**config.mk**
```make
export PLATFORM = sky130hd
export DESIGN_NAME = lfsr_prng
export DESIGN_NICKNAME = d
export VERILOG_FILES = /design/src/rtl/lfsr_pkg.sv /design/src/rtl/lfsr_core.sv /design/src/rtl/lfsr_prng.sv
export SDC_FILE = /design/constraint.sdc
export NUM_CORES = 1
export LEC_CHECK = 0
export CORE_ASPECT_RATIO = 0.75
export CORE_MARGIN = 2
export CORE_UTILIZATION = 55
export CTS_BUF_LIST = sky130_fd_sc_hd__clkbuf_2
export DETAILED_ROUTE_END_ITERATION = 10
export PLACE_DENSITY_LB_ADDON = 0.2
export SKIP_LAST_GASP = 1
export SLEW_MARGIN = 15
export SYNTH_ARGS = -nofsm -noshare
export SYNTH_HDL_FRONTEND = slang
export SYNTH_HIERARCHICAL = 1
export SYNTH_SLANG_ARGS = --single-unit
```
**constraint.sdc**
```tcl
create_clock -name Clk -period 5.3 [get_ports Clk]
set_input_delay 0.795 -clock Clk [delete_from_list [all_inputs] [get_ports Clk]]
set_output_delay 0.795 -clock Clk [all_outputs]
set_load 0.005 [all_outputs]
```
**src/rtl/lfsr_pkg.sv**
```systemverilog
// Shared types and helpers for the Galois LFSR random-number generator.
package lfsr_pkg;

  typedef enum logic [1:0] {
    IDLE,
    DRAW,
    DONE
  } draw_state_e;

  // One Galois step; operands are zero-extended to 32 bits by the caller.
  function automatic logic [31:0] lfsr_step(input logic [31:0] state, input logic [31:0] taps);
    return (state >> 1) ^ (state[0] ? taps : 32'h0);
  endfunction

  // Smallest all-ones mask covering bound-1 (bound=1 gives 0).
  function automatic logic [31:0] range_mask(input logic [31:0] bound);
    logic [31:0] m;
    m = bound - 32'd1;
    m = m | (m >> 1);
    m = m | (m >> 2);
    m = m | (m >> 4);
    m = m | (m >> 8);
    m = m | (m >> 16);
    return m;
  endfunction

endpackage

```
**src/rtl/lfsr_core.sv**
```systemverilog
// LFSR state register with stepping, seed loading and zero-seed lock-up recovery.
module lfsr_core
  import lfsr_pkg::*;
#(
  parameter int unsigned WIDTH        = 32,
  parameter logic [31:0] TAPS         = 32'h80200003,
  parameter logic [31:0] SEED_DEFAULT = 32'hACE1ACE1,
  parameter int unsigned OUT_W        = 9
) (
  input  logic             Clk,
  input  logic             reset_n,
  input  logic             enable,
  input  logic             seed_load,
  input  logic [WIDTH-1:0] seed,
  output logic [OUT_W-1:0] rnd,
  output logic             lockup
);

  localparam logic [WIDTH-1:0] SEED_W = WIDTH'(SEED_DEFAULT);

  logic [WIDTH-1:0] state_q;
  logic [WIDTH-1:0] state_d;
  logic             lockup_d;

  // Seed load wins over stepping; a zero seed would freeze the LFSR so it is replaced.
  always_comb begin
    state_d  = state_q;
    lockup_d = 1'b0;
    if (seed_load) begin
      if (seed == '0) begin
        state_d  = SEED_W;
        lockup_d = 1'b1;
      end else begin
        state_d = seed;
      end
    end else if (enable) begin
      state_d = WIDTH'(lfsr_step(32'(state_q), TAPS));
    end
  end

  always_ff @(posedge Clk or negedge reset_n) begin
    if (!reset_n) begin
      state_q <= SEED_W;
      lockup  <= 1'b0;
    end else begin
      state_q <= state_d;
      lockup  <= lockup_d;
    end
  end

  assign rnd = state_q[OUT_W-1:0];

endmodule

```
**src/rtl/lfsr_prng.sv**
```systemverilog
// LFSR PRNG top: raw 2-stage stream plus a rejection-sampled bounded draw port.
// Optional usage counters when LFSR_PRNG_STATS_EN is defined.
module lfsr_prng
  import lfsr_pkg::*;
#(
  parameter int unsigned WIDTH        = 32,
  parameter logic [31:0] TAPS         = 32'h80200003,
  parameter logic [31:0] SEED_DEFAULT = 32'hACE1ACE1,
  parameter int unsigned OUT_W        = 9,
  parameter int unsigned MAX_TRIES    = 8
) (
  input  logic             Clk,
  input  logic             reset_n,
  input  logic             enable,
  input  logic             seed_load,
  input  logic [WIDTH-1:0] seed,
  output logic [OUT_W-1:0] raw_out,
  output logic             lockup,
  input  logic             req_valid,
  output logic             req_ready,
  input  logic [OUT_W-1:0] req_bound,
  output logic             rsp_valid,
  input  logic             rsp_ready,
  output logic [OUT_W-1:0] rsp_data
`ifdef LFSR_PRNG_STATS_EN
  ,
  output logic [15:0]      stat_draws,
  output logic [15:0]      stat_rejects
`endif
);

  localparam int unsigned TRIES_W = (MAX_TRIES > 1) ? $clog2(MAX_TRIES) : 1;
  localparam logic [TRIES_W-1:0] LAST_TRY = TRIES_W'(MAX_TRIES - 1);

  logic [OUT_W-1:0]   rnd;
  logic [OUT_W-1:0]   stage1;
  draw_state_e        st_q, st_d;
  logic [OUT_W-1:0]   bound_q, bound_d;
  logic [TRIES_W-1:0] tries_q, tries_d;
  logic [OUT_W-1:0]   rsp_data_d;
  logic               rsp_valid_d;
  logic               req_ready_d;
  logic [OUT_W-1:0]   mask_c;
  logic [OUT_W-1:0]   cand_c;
  logic               cand_ok_c;

  lfsr_core #(
    .WIDTH       (WIDTH),
    .TAPS        (TAPS),
    .SEED_DEFAULT(SEED_DEFAULT),
    .OUT_W       (OUT_W)
  ) u_core (
    .Clk      (Clk),
    .reset_n  (reset_n),
    .enable   (enable),
    .seed_load(seed_load),
    .seed     (seed),
    .rnd      (rnd),
    .lockup   (lockup)
  );

  // Raw stream advances only on enabled cycles so it stays aligned with the state.
  always_ff @(posedge Clk or negedge reset_n) begin
    if (!reset_n) begin
      stage1  <= '0;
      raw_out <= '0;
    end else if (enable) begin
      stage1  <= rnd;
      raw_out <= stage1;
    end
  end

  assign mask_c    = OUT_W'(range_mask(32'(bound_q)));
  assign cand_c    = rnd & mask_c;
  assign cand_ok_c = cand_c < bound_q;

  // Draw FSM; cand < 2*bound always holds, so cand-bound is a safe fallback.
  always_comb begin
    st_d       = st_q;
    bound_d    = bound_q;
    tries_d    = tries_q;
    rsp_data_d = rsp_data;
    case (st_q)
      IDLE: begin
        if (req_valid) begin
          bound_d = req_bound;
          tries_d = '0;
          if (req_bound == '0) begin
            rsp_data_d = rnd;
            st_d       = DONE;
          end else begin
            st_d = DRAW;
          end
        end
      end
      DRAW: begin
        if (enable) begin
          if (cand_ok_c) begin
            rsp_data_d = cand_c;
            st_d       = DONE;
          end else if (tries_q == LAST_TRY) begin
            rsp_data_d = cand_c - bound_q;
            st_d       = DONE;
          end else begin
            tries_d = tries_q + TRIES_W'(1);
          end
        end
      end
      DONE: begin
        if (rsp_ready) st_d = IDLE;
      end
      default: st_d = IDLE;
    endcase
    rsp_valid_d = (st_d == DONE);
    req_ready_d = (st_d == IDLE);
  end

  always_ff @(posedge Clk or negedge reset_n) begin
    if (!reset_n) begin
      st_q      <= IDLE;
      bound_q   <= '0;
      tries_q   <= '0;
      rsp_data  <= '0;
      rsp_valid <= 1'b0;
      req_ready <= 1'b1;
    end else begin
      st_q      <= st_d;
      bound_q   <= bound_d;
      tries_q   <= tries_d;
      rsp_data  <= rsp_data_d;
      rsp_valid <= rsp_valid_d;
      req_ready <= req_ready_d;
    end
  end

`ifdef LFSR_PRNG_STATS_EN
  logic reject_c;
  assign reject_c = (st_q == DRAW) && enable && !cand_ok_c;

  // Saturating counters, cleared only by reset.
  always_ff @(posedge Clk or negedge reset_n) begin
    if (!reset_n) begin
      stat_draws   <= '0;
      stat_rejects <= '0;
    end else begin
      if (rsp_valid && rsp_ready && (stat_draws != 16'hFFFF))
        stat_draws <= stat_draws + 16'd1;
      if (reject_c && (stat_rejects != 16'hFFFF))
        stat_rejects <= stat_rejects + 16'd1;
    end
  end
`endif

endmodule

```
# ---- After elaboration in Yosys (flattened, before gate mapping)
# Index checks and enable logic that the tools add are counted.
dict set report totals {
  reg_bits 76
  out_inout_bits 21
  wordCells 64
}
dict set report classes {
  add_sub_neg 3
  order_cmp 1
  eq_ne 10
  mux 24
  n_bitwise 7
  reduce_logical 9
}
# op count
set op_table {}
lappend op_table {{$mux 32} 4}
lappend op_table {{$mux 9} 5}
lappend op_table {{$logic_not 32->1} 1}
lappend op_table {{$or 32x28->32} 1}
lappend op_table {{$or 32x30->32} 1}
lappend op_table {{$or 32x31->32} 1}
lappend op_table {{$xor 31x32->32} 1}
lappend op_table {{$or 25x24->25} 1}
lappend op_table {{$pmux 9 s2} 1}
lappend op_table {{$mux 2} 6}
lappend op_table {{$mux 3} 4}
lappend op_table {{$ne 2x2->1 const B} 5}
lappend op_table {{$reduce_and 5->1} 2}
lappend op_table {{$sub 9x1->10 const B} 1}
lappend op_table {{$and 9x9->9} 1}
lappend op_table {{$logic_not 9->1} 1}
lappend op_table {{$lt 9x9->1} 1}
lappend op_table {{$or 9x9->9} 1}
lappend op_table {{$sub 9x9->9} 1}
lappend op_table {{$pmux 2 s3} 1}
lappend op_table {{$pmux 3 s2} 1}
lappend op_table {{$eq 2x2->1 const B} 2}
lappend op_table {{$logic_not 2->1} 2}
lappend op_table {{$reduce_bool 2->1} 2}
lappend op_table {{6 further kinds} 7}

# ---- Logic depth before layout (Yosys ltp)
# Gate-level depths: netlist (run 1).
dict set report logic_depth {
  ltp_word 12
  mapped_depth 16
  mapped_depth_nobuf 15
}

# ---- Cells and area by module
# The synthesis (run 1) kept the hierarchy.
# module instances cells_per_inst area_per_inst_um2 seq_area_each_um2
set modules_own_cells {}
lappend modules_own_cells {lfsr_prng 1 264 2598.7 1077.3}
lappend modules_own_cells {lfsr_core 1 187 1765.4 845.8}

# ---- Least setup slack after synthesis (run 1)
# No wires, ideal clock.
dict set report synth_path {
  path_type {reg2reg}
  start {register bound_q[1]}
  end {register rsp_data[3]}
  setup_ps 87
  arrival_ps 3702
  slack_ps 1512
  path_stages_with_launch 16
  period_less_slack_ps 3788
  cell_sequence {dfrtp_1 -> inv_1 -> ha_1 -> nor2b_1 -> a32oi_1 -> o31a_1 -> or3_4 -> o21ai_0 -> inv_1 -> ha_1 -> nor2b_1 -> o2111ai_1 -> a311oi_1 -> o21ai_0 -> or3_1 -> o211ai_1}
}
dict set report synth_via {
  elab_chain_cells 12
  elab_cells_between_ends 15
  cone_classes {add/sub (2); order compare (1); eq/ne (1); mux (4); bitwise (6); reduce/logical (1)}
}
# item line
set synth_rtl {}
lappend synth_rtl {{from (decl)} lfsr_prng.sv:38} ;# logic [OUT_W-1:0] bound_q, bound_d;
lappend synth_rtl {{from (signal assigned)} lfsr_prng.sv:128} ;# bound_q <= bound_d;
lappend synth_rtl {{$sub 9x1->10} lfsr_pkg.sv:18} ;# m = bound - 32'd1;
lappend synth_rtl {{$or 32x31->32} lfsr_pkg.sv:19} ;# m = m | (m >> 1);
lappend synth_rtl {{$or 32x30->32} lfsr_pkg.sv:20} ;# m = m | (m >> 2);
lappend synth_rtl {{$or 32x28->32} lfsr_pkg.sv:21} ;# m = m | (m >> 4);
lappend synth_rtl {{$or 25x24->25} lfsr_pkg.sv:22} ;# m = m | (m >> 8);
lappend synth_rtl {{$or 9x9->9} lfsr_pkg.sv:23} ;# m = m | (m >> 16);
lappend synth_rtl {{$and 9x9->9} lfsr_prng.sv:74} ;# assign cand_c = rnd & mask_c;
lappend synth_rtl {{$sub 9x9->9} lfsr_prng.sv:102} ;# rsp_data_d = cand_c - bound_q;
lappend synth_rtl {{$mux 9} lfsr_prng.sv:101} ;# end else if (tries_q == LAST_TRY) begin
lappend synth_rtl {{$mux 9} lfsr_prng.sv:98} ;# if (cand_ok_c) begin
lappend synth_rtl {{$mux 9} lfsr_prng.sv:97} ;# if (enable) begin
lappend synth_rtl {{$pmux 9 s2} lfsr_prng.sv:83} ;# case (st_q)
lappend synth_rtl {{to (signal assigned)} lfsr_prng.sv:130} ;# rsp_data <= rsp_data_d;
lappend synth_rtl {{to (decl)} lfsr_prng.sv:24} ;# output logic [OUT_W-1:0] rsp_data
# Parallel ways exist; a longest one is shown, timed or not. The select of a mux whose other input is x is not followed.
# A chain may end at the register's enable or synchronous reset.

# ---- Final worst setup path (run 1)
# Ends and elaborated chain as after synthesis.

==> Flow_metrics.wiki, run 1 <==
{| class="wikitable"
! Metric !! Value
|-
| Run status || finished, final reports clean
|-
| Static Leakage || 2.20 nW
|-
| Iteration count of the initial detailed-routing pass || 6
|-
| Commonest non-fill, non-tap cell in the layout || sky130_fd_sc_hd__nand2_1
|-
| Category of the worst setup path launch point || flip-flop
|-
| I/O pin count || 68
|-
| Number of buffers inserted by port buffering || 67
|-
| CP Cell Sequence || inv_1 -> ha_1 -> nor2b_1 -> a32oi_1 -> o31a_1 -> or3_4 -> o21ai_0 -> inv_1 -> ha_1 -> nor2b_1 -> o2111ai_1 -> a311oi_1 -> o21ai_0 -> or3_1 -> o211ai_1
|-
| H-tree levels || 3
|-
| Total core area || 7780 um2
|-
| Combined area of all synthesized cells || 4360 um2
|-
| Remaining design rule violation count || 0
|-
| Final worst setup slack || 0.868 ns
|-
| Number of max-capacitance violations reported || 0
|-
| Global-route usage over all layers || 0.263
|-
| Actual slew at the worst max-slew pin || 0.948 ns
|-
| Number of nets with antenna violations after routing || 0
|-
| Share of post-route cells with drive strength above 1 || 0.145
|-
| Count of different cell masters after synthesis || 64
|-
| Mean instance size in the synthesized netlist || 9.68 um2
|-
| N_diodes || 0
|-
| Average routed wire per standard cell || 17.1 um
|-
| RSZ-0062 raised after global routing || no
|-
| Sinks on Clock Net || 76
|-
| Warnings, synthesis || 6
|-
| Logic depth of the worst register-to-register path || 15
|-
| Area of all placed cells without fillers || 5160 um2
|-
| Height of the chip || 81.1 um
|-
| TritonCTS clock tree || done
|-
| Sequential fraction of the synthesis area || 0.441
|-
| Critical Path Fanout Max || 6
|-
| FP Rows || 28
|-
| Largest net degree at the start of global routing || 77
|-
| Half-perimeter wire length after detailed placement || 7.52 mm
|-
| Number of nets produced by synthesis || 512
|-
| Crit path DAT || 4.95 ns
|-
| Post_cts resized || 0
|-
| Clock insertion delay at the later pin of the skew report || 0.57 ns
|-
| Area of the die || 8670 um2
|-
| Data required time at the worst endpoint || 5.82 ns
|-
| HP Class || input pin to async pin
|-
| Final number of hold-violating endpoints || 0
|-
| Max Buffers Root-to-Sink || 2
|-
| Setup TNS || 0 ns
|-
| Post-detailed-route via-to-cell ratio || 5.81
|-
| Critical path start-end classification || flip-flop to flip-flop
|-
| # setup viols final || 0
|-
| Number of buffers inserted during clock tree synthesis || 9
|-
| Delay of the slowest cell on the worst path || 0.50 ns
|-
| Number of slew-limit violations in the final report || 0
|-
| Vias after detailed routing || 3567
|-
| Die Span X || 107 um
|-
| Gpl congestion || 0.897
|-
| Final wirelength || 10.5 mm
|-
| Top library cells by usage in the layout, fill and taps aside || sky130_fd_sc_hd__nand2_1, sky130_fd_sc_hd__clkdlybuf4s50_1, sky130_fd_sc_hd__dfrtp_1
|-
| Initial cell density of the core || 0.561
|-
| Worst flop-to-flop path startpoint || bound_q[1]$_DFFE_PN0P_
|-
| Total setup buffers inserted after CTS || 0
|-
| Critical Path Slowest Stage Cell || sky130_fd_sc_hd__dfrtp_1
|-
| PwrDens || 473 nW/um2
|-
| Proportion of synthesized flip-flops having asynchronous set or reset || 1.00
|-
| Final Net Count || 565
|-
| Global-route wire length before repair || 17.5 mm
|-
| Register bit count reported by yosys || 76
|-
| Primary flip-flop cell chosen by synthesis mapping || sky130_fd_sc_hd__dfrtp_1
|-
| Clock Tree Root || sky130_fd_sc_hd__clkbuf_2
|-
| Total cell area at the placement stage || 5020 um2
|-
| Total overflow reported by the global router || 0
|-
| Endpoint of the most critical register-to-register path || rsp_data[3]$_DFFE_PN0P_
|-
| Slew headroom || 0.368
|-
| Clock skew || 0.0287 ns
|-
| Maximum clock rate || 226 MHz
|-
| Time the final worst path needs with I/O delays and setup || 4.43 ns
|-
| Critical Path End Type || flip-flop
|-
| Antenna violations before repair || 0
|-
| Number of flops mapped to enable cells by yosys || 0
|-
| Number of violations reported at the end of detailed-routing iteration 0 || 272
|-
| Register-to-register path setup slack || 0.87 ns
|-
| Register clock-pin slew on the reported worst setup and hold paths || 0.24 ns
|-
| Layout overhead on the synthesized area || 18.3%
|-
| Final critical-path share of the clock period || 0.836
|-
| Worst voltage drop across the vdd grid || 0.259 mV
|-
| Vias in the first global route || 3448
|-
| Post-synthesis instance total || 451
|-
| Worst setup timing slack at the placement stage || 0.940 ns
|-
| CTS Hold Bufs || 0
|}
==> flip-flops by register name, indices dropped and copies added (netlist names) <==
name	flops
rsp_data	9
bound_q	9
req_ready	1
st_q	2
stage1	9
u_core/lockup	1
raw_out	9
u_core/state_q	32
rsp_valid	1
tries_q	3
==> cell type report <==
| class | instances | area (um2) |
|---|---|---|
| Fill cell | 667 | 2610 |
| Multi-Input combinational cell | 332 | 2230 |
| Sequential cell | 76 | 1920 |
| Timing Repair Buffer | 70 | 686 |
| Tap cell | 105 | 131 |
| Clock inverter | 7 | 96.3 |
| Inverter | 15 | 56.3 |
| Clock buffer | 9 | 45.0 |
==> synth_stat cells, types with 5 or more instances <==
cell type	n	share of area
sky130_fd_sc_hd__buf_2	5	0.0057
sky130_fd_sc_hd__nor2b_1	5	0.0072
sky130_fd_sc_hd__dfstp_2	17	0.10
sky130_fd_sc_hd__xnor2_1	6	0.012
sky130_fd_sc_hd__nand2_1	66	0.057
sky130_fd_sc_hd__dfrtp_1	59	0.34
sky130_fd_sc_hd__mux2i_1	31	0.071
sky130_fd_sc_hd__ha_1	13	0.037
sky130_fd_sc_hd__a21oi_1	12	0.014
sky130_fd_sc_hd__o21ai_0	51	0.058
sky130_fd_sc_hd__buf_4	9	0.015
sky130_fd_sc_hd__clkbuf_1	10	0.0086
sky130_fd_sc_hd__or2_2	5	0.0072
sky130_fd_sc_hd__nor2_1	23	0.020
sky130_fd_sc_hd__nand3_1	7	0.0080
sky130_fd_sc_hd__nor4_1	5	0.0072
sky130_fd_sc_hd__nand2b_1	5	0.0072
sky130_fd_sc_hd__nor3_1	9	0.010
sky130_fd_sc_hd__inv_1	13	0.011
sky130_fd_sc_hd__mux2_2	18	0.046
sky130_fd_sc_hd__a31oi_1	7	0.010
==> routing by layer <==
| layer | up-vias | global-route usage | wire, um |
|---|---|---|---|
| met4 | 0 | 0.0558 | 70 |
| met3 | 8 | 0.0827 | 860 |
| met1 | 1700 | 0.395 | 5210 |
| li1 | 1730 | - | - |
| met5 | - | 0 | 0 |
| met2 | 129 | 0.373 | 4340 |
==> how the worst max path moves through the flow <==
| stage | from | endpoint | slack (ns) | depth (start not counted) |
|---|---|---|---|---|
| floorplan | bound_q[1]$_DFFE_PN0P_ | rsp_data[3]$_DFFE_PN0P_ | 1.51 | 15 |
| global placement | bound_q[1]$_DFFE_PN0P_ | rsp_data[3]$_DFFE_PN0P_ | 1.14 | 15 |
| detailed placement | bound_q[1]$_DFFE_PN0P_ | rsp_data[3]$_DFFE_PN0P_ | 0.94 | 15 |
| CTS | bound_q[1]$_DFFE_PN0P_ | rsp_data[3]$_DFFE_PN0P_ | 0.89 | 15 |
| global route | bound_q[1]$_DFFE_PN0P_ | rsp_data[1]$_DFFE_PN0P_ | 0.39 | 15 |
| finish | bound_q[1]$_DFFE_PN0P_ | rsp_data[3]$_DFFE_PN0P_ | 0.87 | 15 |
==> power breakdown <==
group / internal (mW) / switching [mW] / leakage (nW)
combinational: 0.543 / 0.661 / 1.23
clock: 0.159 / 0.221 / 0.0867
sequential: 0.725 / 0.136 / 0.885
==> stage by stage <==
stage                     cells  power [mW]  hold WS (ns)  utilization
after CTS                   614        2.43         0.326        0.664
after floorplan             451        1.67         0.470            -
after global routing        614        2.63         0.350        0.664
after global placement      598        2.03         0.481        0.646
after detailed placement    598        2.04         0.495        0.646
final                       614        2.44         0.332        0.664
==> critical path, delay by kind of cell (launching register included) <==
family	cells	cell delay (ns)
compound gates	7	1.85
simple gates	4	1.28
fa+ha+maj	2	0.53
flops	1	0.50
buf+inv	2	0.22
==> cells by family (layout without fill, tap and decap cells) <==
group | Yosys count | count (layout) | synth area share
AND/OR/NAND/NOR | 149 | 149 | 0.168
AO/OA/AOI/OAI | 111 | 111 | 0.163
buffers and inverters | 43 | 101 | 0.0505
multiplexers | 49 | 49 | 0.118
XOR/XNOR | 9 | 9 | 0.0181
adder cells (fa/ha/maj) | 14 | 14 | 0.0419
flip-flops | 76 | 76 | 0.441
Note: power is estimated with default switching activity, not from simulation.
==> inputs of run 2 (changes only) <==
Clock period 5.3 ns to 4.2 ns, I/O delays scaled along.
==> Flow_metrics.wiki, run 2 (synthesis gave the netlist of run 1 again) <==
{| class="wikitable"
! Metric !! Value
|-
| Critical path start-end classification || flip-flop to flip-flop
|-
| Iteration count of the initial detailed-routing pass || 5 (-1)
|-
| Most Used Layer, Global Route || met2
|-
| Total core area || 7780 um2 (unchanged)
|-
| Number of buffers inserted during clock tree synthesis || 9 (unchanged)
|-
| CP Cell Sequence || inv_1 -> ha_2 -> nor2b_2 -> a32oi_1 -> o31a_1 -> or3_4 -> o21ai_2 -> inv_1 -> ha_1 -> nor2b_1 -> o2111ai_2 -> a311oi_2 -> buf_4 -> or2_2 -> mux2i_1 -> o32ai_1
|-
| Pwr Total || 3.16 mW (+29%)
|-
| Dominant delay contributor by cell family on the critical path || compound AO/OA/AOI/OAI gates
|-
| Height of the chip || 81.1 um (unchanged)
|-
| Area taken by multi-input logic gates || 2250 um2 (+0.96%)
|-
| Number of violations reported at the end of detailed-routing iteration 0 || 270 (-0.74%)
|-
| Clock skew || 0.0344 ns (+0.00575 ns)
|-
| Commonest non-fill, non-tap cell in the layout || sky130_fd_sc_hd__nand2_1
|-
| Flip-flop count of the largest register, all copies and words added || 32 (unchanged)
|-
| Total overflow reported by the global router || 0 (unchanged)
|-
| Number of max-capacitance violations reported || 0 (unchanged)
|-
| Antenna violations before repair || 0 (unchanged)
|-
| Final wirelength || 10.8 mm (+2.8%)
|-
| Run status || finished, final reports clean
|-
| Slew headroom || 0.367 (-0.00148)
|-
| Global-route usage over all layers || 0.262 (-0.00126)
|-
| Final Net Count || 570 (+0.88%)
|-
| Critical Path Slowest Stage Cell || sky130_fd_sc_hd__dfrtp_1
|-
| Top library cells by usage in the layout, fill and taps aside || sky130_fd_sc_hd__nand2_1, sky130_fd_sc_hd__clkdlybuf4s50_1, sky130_fd_sc_hd__dfrtp_1
|-
| Max Buffers Root-to-Sink || 2 (unchanged)
|-
| Time the final worst path needs with I/O delays and setup || 3.97 ns (-0.458 ns)
|-
| Met1 usage in global routing || 0.388 (-0.00732)
|-
| FP Rows || 28 (unchanged)
|-
| Crit. Startpoint || bound_q[0]$_DFFE_PN0P_
|-
| Buffers and inverters on the worst path || 3 (+1)
|-
| Gpl congestion || 0.927 (+3.4%)
|-
| Critical Path Fanout Max || 7 (+1)
|-
| Vias in the first global route || 3534 (+2.5%)
|-
| I/O pin count || 68 (unchanged)
|-
| Worst flop-to-flop path startpoint || bound_q[0]$_DFFE_PN0P_
|-
| Clock Tree Root || sky130_fd_sc_hd__clkbuf_2
|-
| Area of the die || 8670 um2 (unchanged)
|-
| Post-detailed-route via-to-cell ratio || 5.92 (+1.9%)
|-
| Placed insts || 603 (+0.84%)
|-
| Critical Path End Type || flip-flop
|-
| Average routed wire per standard cell || 17.4 um (+1.9%)
|-
| Setup TNS || 0 ns (unchanged)
|-
| Logic depth of the worst register-to-register path || 16 (+1)
|-
| Number of nets with antenna violations after routing || 0 (unchanged)
|-
| # setup viols final || 0 (unchanged)
|-
| Worst voltage drop across the vdd grid || 0.309 mV (+19%)
|-
| Category of the worst setup path launch point || flip-flop
|-
| Total setup buffers inserted after CTS || 0 (unchanged)
|-
| Number of buffers inserted by port buffering || 67 (unchanged)
|-
| Maximum clock rate || 252 MHz (+12%)
|-
| Area of all placed cells without fillers || 5220 um2 (+1.1%)
|-
| Final critical-path share of the clock period || 0.946 (+0.110)
|-
| H-tree levels || 3 (unchanged)
|-
| Remaining design rule violation count || 0 (unchanged)
|-
| Largest net degree at the start of global routing || 77 (unchanged)
|-
| TritonCTS clock tree || done
|-
| Endpoint of the most critical register-to-register path || rsp_data[6]$_DFFE_PN0P_
|-
| Global-route wire length before repair || 17.6 mm (+0.35%)
|-
| Initial cell density of the core || 0.561 (unchanged)
|-
| Register bank with the most flops || u_core/state_q
|-
| Delay of the slowest cell on the worst path || 0.50 ns (about the same)
|-
| Layout overhead on the synthesized area || 19.6%
|-
| Static Leakage || 2.22 nW (+0.98%)
|-
| Share of post-route cells with drive strength above 1 || 0.163 (+0.0180)
|-
| Crit path DAT || 4.38 ns (-0.57 ns)
|-
| Register-to-register path setup slack || 0.23 ns (-0.64 ns)
|-
| Actual slew at the worst max-slew pin || 0.950 ns (+0.00222 ns)
|-
| Register clock-pin slew on the reported worst setup and hold paths || 0.22 ns (-0.02 ns)
|-
| Total cell area at the placement stage || 5060 um2 (+0.75%)
|-
| Vias after detailed routing || 3665 (+2.7%)
|-
| Half-perimeter wire length after detailed placement || 7.63 mm (+1.4%)
|-
| Die Span X || 107 um (unchanged)
|-
| Sinks on Clock Net || 76 (unchanged)
|-
| Post-layout util || 0.671 (+0.00740)
|-
| Area of all sequential standard cells || 1920 um2 (unchanged)
|-
| Non-filler cells in the finished layout || 619 (+0.81%)
|-
| Final number of hold-violating endpoints || 0 (unchanged)
|-
| Final-layout fill cell count || 650 (-2.5%)
|-
| Clock insertion delay at the later pin of the skew report || 0.53 ns (-0.04 ns)
|-
| N_diodes || 0 (unchanged)
|-
| Global-route met2 utilization || 0.396 (+0.0229)
|-
| Data required time at the worst endpoint || 4.61 ns (-1.21 ns)
|-
| Number of slew-limit violations in the final report || 0 (unchanged)
|-
| HP Class || input pin to async pin
|-
| RSZ-0062 raised after global routing || no
|-
| Fraction of met3 tracks used by global routing || 0.0626 (-0.0201)
|-
| CTS Hold Bufs || 0 (unchanged)
|-
| Count of cell instances traversed by the critical path || 16 (+1)
|-
| Worst setup endpoint || rsp_data[6]$_DFFE_PN0P_
|-
| CP dominant cell by count || sky130_fd_sc_hd__inv_1
|-
| PwrDens || 605 nW/um2 (+28%)
|}
-- run 2: how the worst min path moves through the flow --
stage                     slack (ns)                             end  depth (start not counted)                   start
after floorplan                 0.33          bound_q[0]$_DFFE_PN0P_                          0                 reset_n
after global placement          0.48          tries_q[2]$_DFFE_PN0P_                          1  tries_q[2]$_DFFE_PN0P_
after detailed placement        0.49          tries_q[1]$_DFFE_PN0P_                          1  tries_q[1]$_DFFE_PN0P_
after CTS                       0.23  u_core/state_q[14]$_DFFE_PN0P_                          1                 reset_n
after global routing            0.24  u_core/state_q[25]$_DFFE_PN0P_                          1                 reset_n
final                           0.22  u_core/state_q[25]$_DFFE_PN0P_                          1                 reset_n
-- run 2: what timing repair did --
action                     in CTS  in global routing
setup endpoints to repair       0                 14
hold endpoints to repair        0                  0
resized for setup               0                  7
-- run 2: layout make-up --
type,instances,share of cell area
clock buffers,11,0.0105
clock inverters,5,0.0163
inverters,15,0.0108
multi-input cells,332,0.430
flip-flops and latches,76,0.368
well taps,105,0.0252
repair buffers,75,0.139
-- run 2: worst register-to-register path, cell delays in order (launching register included) --
cell and delay (ns):
sky130_fd_sc_hd__dfrtp_1 0.50, sky130_fd_sc_hd__inv_1 0.12, sky130_fd_sc_hd__ha_2 0.23, sky130_fd_sc_hd__nor2b_2 0.20
sky130_fd_sc_hd__a32oi_1 0.07, sky130_fd_sc_hd__o31a_1 0.35, sky130_fd_sc_hd__or3_4 0.43, sky130_fd_sc_hd__o21ai_2 0.16
sky130_fd_sc_hd__inv_1 0.06, sky130_fd_sc_hd__ha_1 0.26, sky130_fd_sc_hd__nor2b_1 0.15, sky130_fd_sc_hd__o2111ai_2 0.25
sky130_fd_sc_hd__a311oi_2 0.16, sky130_fd_sc_hd__buf_4 0.17, sky130_fd_sc_hd__or2_2 0.37, sky130_fd_sc_hd__mux2i_1 0.15
sky130_fd_sc_hd__o32ai_1 0.27
-- run 2: through the flow --
stage	hold WS, ns	setup WS, ns
detailed placement	0.486	0.137
global route	0.240	0.0434
global placement	0.481	0.310
finish	0.221	0.226
floorplan	0.334	0.412
CTS	0.229	0.0592
-- run 2: report_power, final --
| part | internal [mW] | switching, mW | total (mW) |
|---|---|---|---|
| combinational | 0.720 | 0.888 | 1.61 |
| sequential | 0.915 | 0.166 | 1.08 |
| clock | 0.205 | 0.265 | 0.470 |
| total | 1.84 | 1.32 | 3.16 |
-- run 2: metal layers --
metal  share of wire  routed length (um)  vias up
met3           0.080                 866       13
met5               0                   0        -
met2            0.42                4570      155
met4           0.011                 121        0
li1                -                   -     1735
met1            0.48                5220     1762
==> inputs of run 3 (changes only) <==
Settings changed: ABC_CLOCK_PERIOD_IN_PS set to 4200.
==> results of run 3 <==
The final DEF is identical to that of run 2; final timing and power are the same.
==> RTL edit: new RTL, config.mk and constraints of run 1 <==
Re-encode `draw_state_e` (3 states) as one-hot, 3 bits wide.
--- a/src/rtl/lfsr_pkg.sv
+++ b/src/rtl/lfsr_pkg.sv
@@ -3,6 +3,6 @@
 
-  typedef enum logic [1:0] {
-    IDLE,
-    DRAW,
-    DONE
+  typedef enum logic [2:0] {
+    IDLE = 3'b001,
+    DRAW = 3'b010,
+    DONE = 3'b100
   } draw_state_e;
Check against the original RTL: no difference found for any inputs over 4 cycles, from zero or initial values and one cycle with reset_n low; so few cycles prove little.
==> RTL edit against run 1 <==
Clock power rose by 11%. Cell area up 3.5%. Worst setup slack gained 0.42 ns. Count of clock-buffer cells in the layout is the same. Routed wire length rose by 8.7%. Total power up 1.3%. First-iteration DRC count increased by 13%. Synthesized area rose by 4.1%. Worst hold slack better by 0.021 ns. Sequential cell count is 1 higher. Largest cell class unchanged.
==> RTL edit: results (changes against run 1) <==
* Compound-Gate Fraction of Synth Area at 18.3% (+1.9 points)
* Vias in the first global route at 3,453 (+0.15%)
* Worst hold path type: input pin to async pin
* Setup Buffers After CTS at 0 (unchanged)
* Synth area leaders: dfrtp_1 (32%), dfstp_2 (10%), mux2i_1 (6.2%)
* DR WL met2 at 5000 um (+15%)
* Avg Cell Area, Syn at 9.60 um2 (-0.74%)
* Max clock buf depth at 2 (unchanged)
* Total track usage at 26.9% (+0.51 points)
* Uppermost routed layer: met4
* Worst-path clk slew at 0.22 ns (-0.02 ns)
* Nets at 585 (+3.5%)
* Ys Warns at 6 (unchanged)
* DRT Pass-1 Iters at 5 (-1)
* CP max-delay cell: nor3_2
* Largest net degree at the start of global routing at 78 (+1.3%)
* RR Endpoint: rsp_data[0]$_DFFE_PN0P_
* Cell variety after synth at 75 (+17%)
* Worst-path fanout max at 12 (+6)
* Met3 Wirelength at 726 um (-16%)
* Final period util at 75.7% (-7.9 points)
* Critical path type: flop to flop
* # diodes at 0 (unchanged)
* Syn_nets at 534 (+4.3%)
* Seq/Total Area, Yosys at 42.9% (-1.2 points)
* Arr. time, crit path at 4.49 ns (-0.46 ns)
* Post-synthesis xor/xnor area fraction at 1.16% (-0.65 points)
* Peak VDD IR at 0.290 mV (+12%)
* Post-DR vias/cell at 5.95 (+2.4%)
* Critical path's top delay family: simple AND/OR/NAND/NOR gates
* CP peak stage delay at 0.62 ns (+0.12 ns)
* HPWL Detailed at 8200 um (+9.0%)
* DR WL/cell at 18.0 um (+5.2%)
* Largest Register: u_core/state_q
* Initial DRC Count at 308 (+13%)
* Synth top cells by count: nand2_1 (68), dfrtp_1 (59), o21ai_0 (53)
* I/O Buffers at 67 (unchanged)
* Dpl cells at 618 (+3.3%)
* Slew Limit Headroom at 35.6% (-1.2 points)
* Synth Area in Adders at 4.02% (-0.16 points)
* FF-to-FF path depth at 14 (-1)
* Clock Skew at 0.0224 ns (-0.00625 ns)
* Post_cts resized at 0 (unchanged)
* Reg2reg setup slack at 1.29 ns (+0.42 ns)
* Layout cells sized above 1 at 14.6% (+0.017 points)
* Gpl congestion at 0.936 (+4.4%)
* First-pass GRT wire length at 18,200 um (+3.8%)
* M1 wire length at 5550 um (+6.5%)
* Multiplexer share of the synthesized area at 10.6% (-1.1 points)
* Sw Share at 41.3% (-0.34 points)
* Run status: finished clean
* Dpl cell area at 5180 um2 (+3.2%)
* Via Count at 3,772 (+5.7%)
* Post-Place Setup Slack at 1.36 ns (+0.419 ns)
* Initial antenna violation count at 0 (unchanged)
* Final hold slack at 0.353 ns (+0.0211 ns)
* LEAKAGE at 2.27 nW (+3.1%)
[RTL edit: changes by cell type after synthesis, moves of 3 or more]
cell / change
nand3b_1: +4
o21ai_1: +4
o31ai_1: +3
mux2i_1: -3
and2_1: -3
nor2_1: -8
inv_1: +7
o2bb2ai_1: +4
nand2b_1: -3
nor3_1: +5
[RTL edit: power groups by stage]
stage,sequential (mW),clock [mW],combinational (mW)
floorplan,0.832,0,0.809
finish,0.881,0.421,1.17
CTS,0.878,0.430,1.16
detailed placement,0.888,0,1.14
global placement,0.889,0,1.15
global route,0.899,0.447,1.28
[RTL edit: routing by layer]
metal | vias up | GRT usage, %
met3 | 11 | 6.04
met1 | 1834 | 40.1
met5 | - | 0
met4 | 0 | 6.41
met2 | 129 | 39.5
li1 | 1798 | -
[RTL edit: cell families (layout without fill, tap and decap cells)]
family | after synthesis | count (layout)
AND/OR/NAND/NOR | 151 | 151
XOR/XNOR | 6 | 6
buffers and inverters | 53 | 109
multiplexers | 46 | 46
AO/OA/AOI/OAI | 126 | 126
adder cells (fa/ha/maj) | 14 | 14
flip-flops | 77 | 77
[RTL edit: final cells by class]
| cell class | count | area, um2 |
|---|---|---|
| tap | 105 | 131 |
| clock inverter | 7 | 113 |
| fill | 667 | 2610 |
| inverter | 22 | 82.6 |
| clock buffer | 9 | 45.0 |
| multi-input combinational | 343 | 2330 |
| timing repair buffer | 71 | 693 |
| sequential | 77 | 1950 |
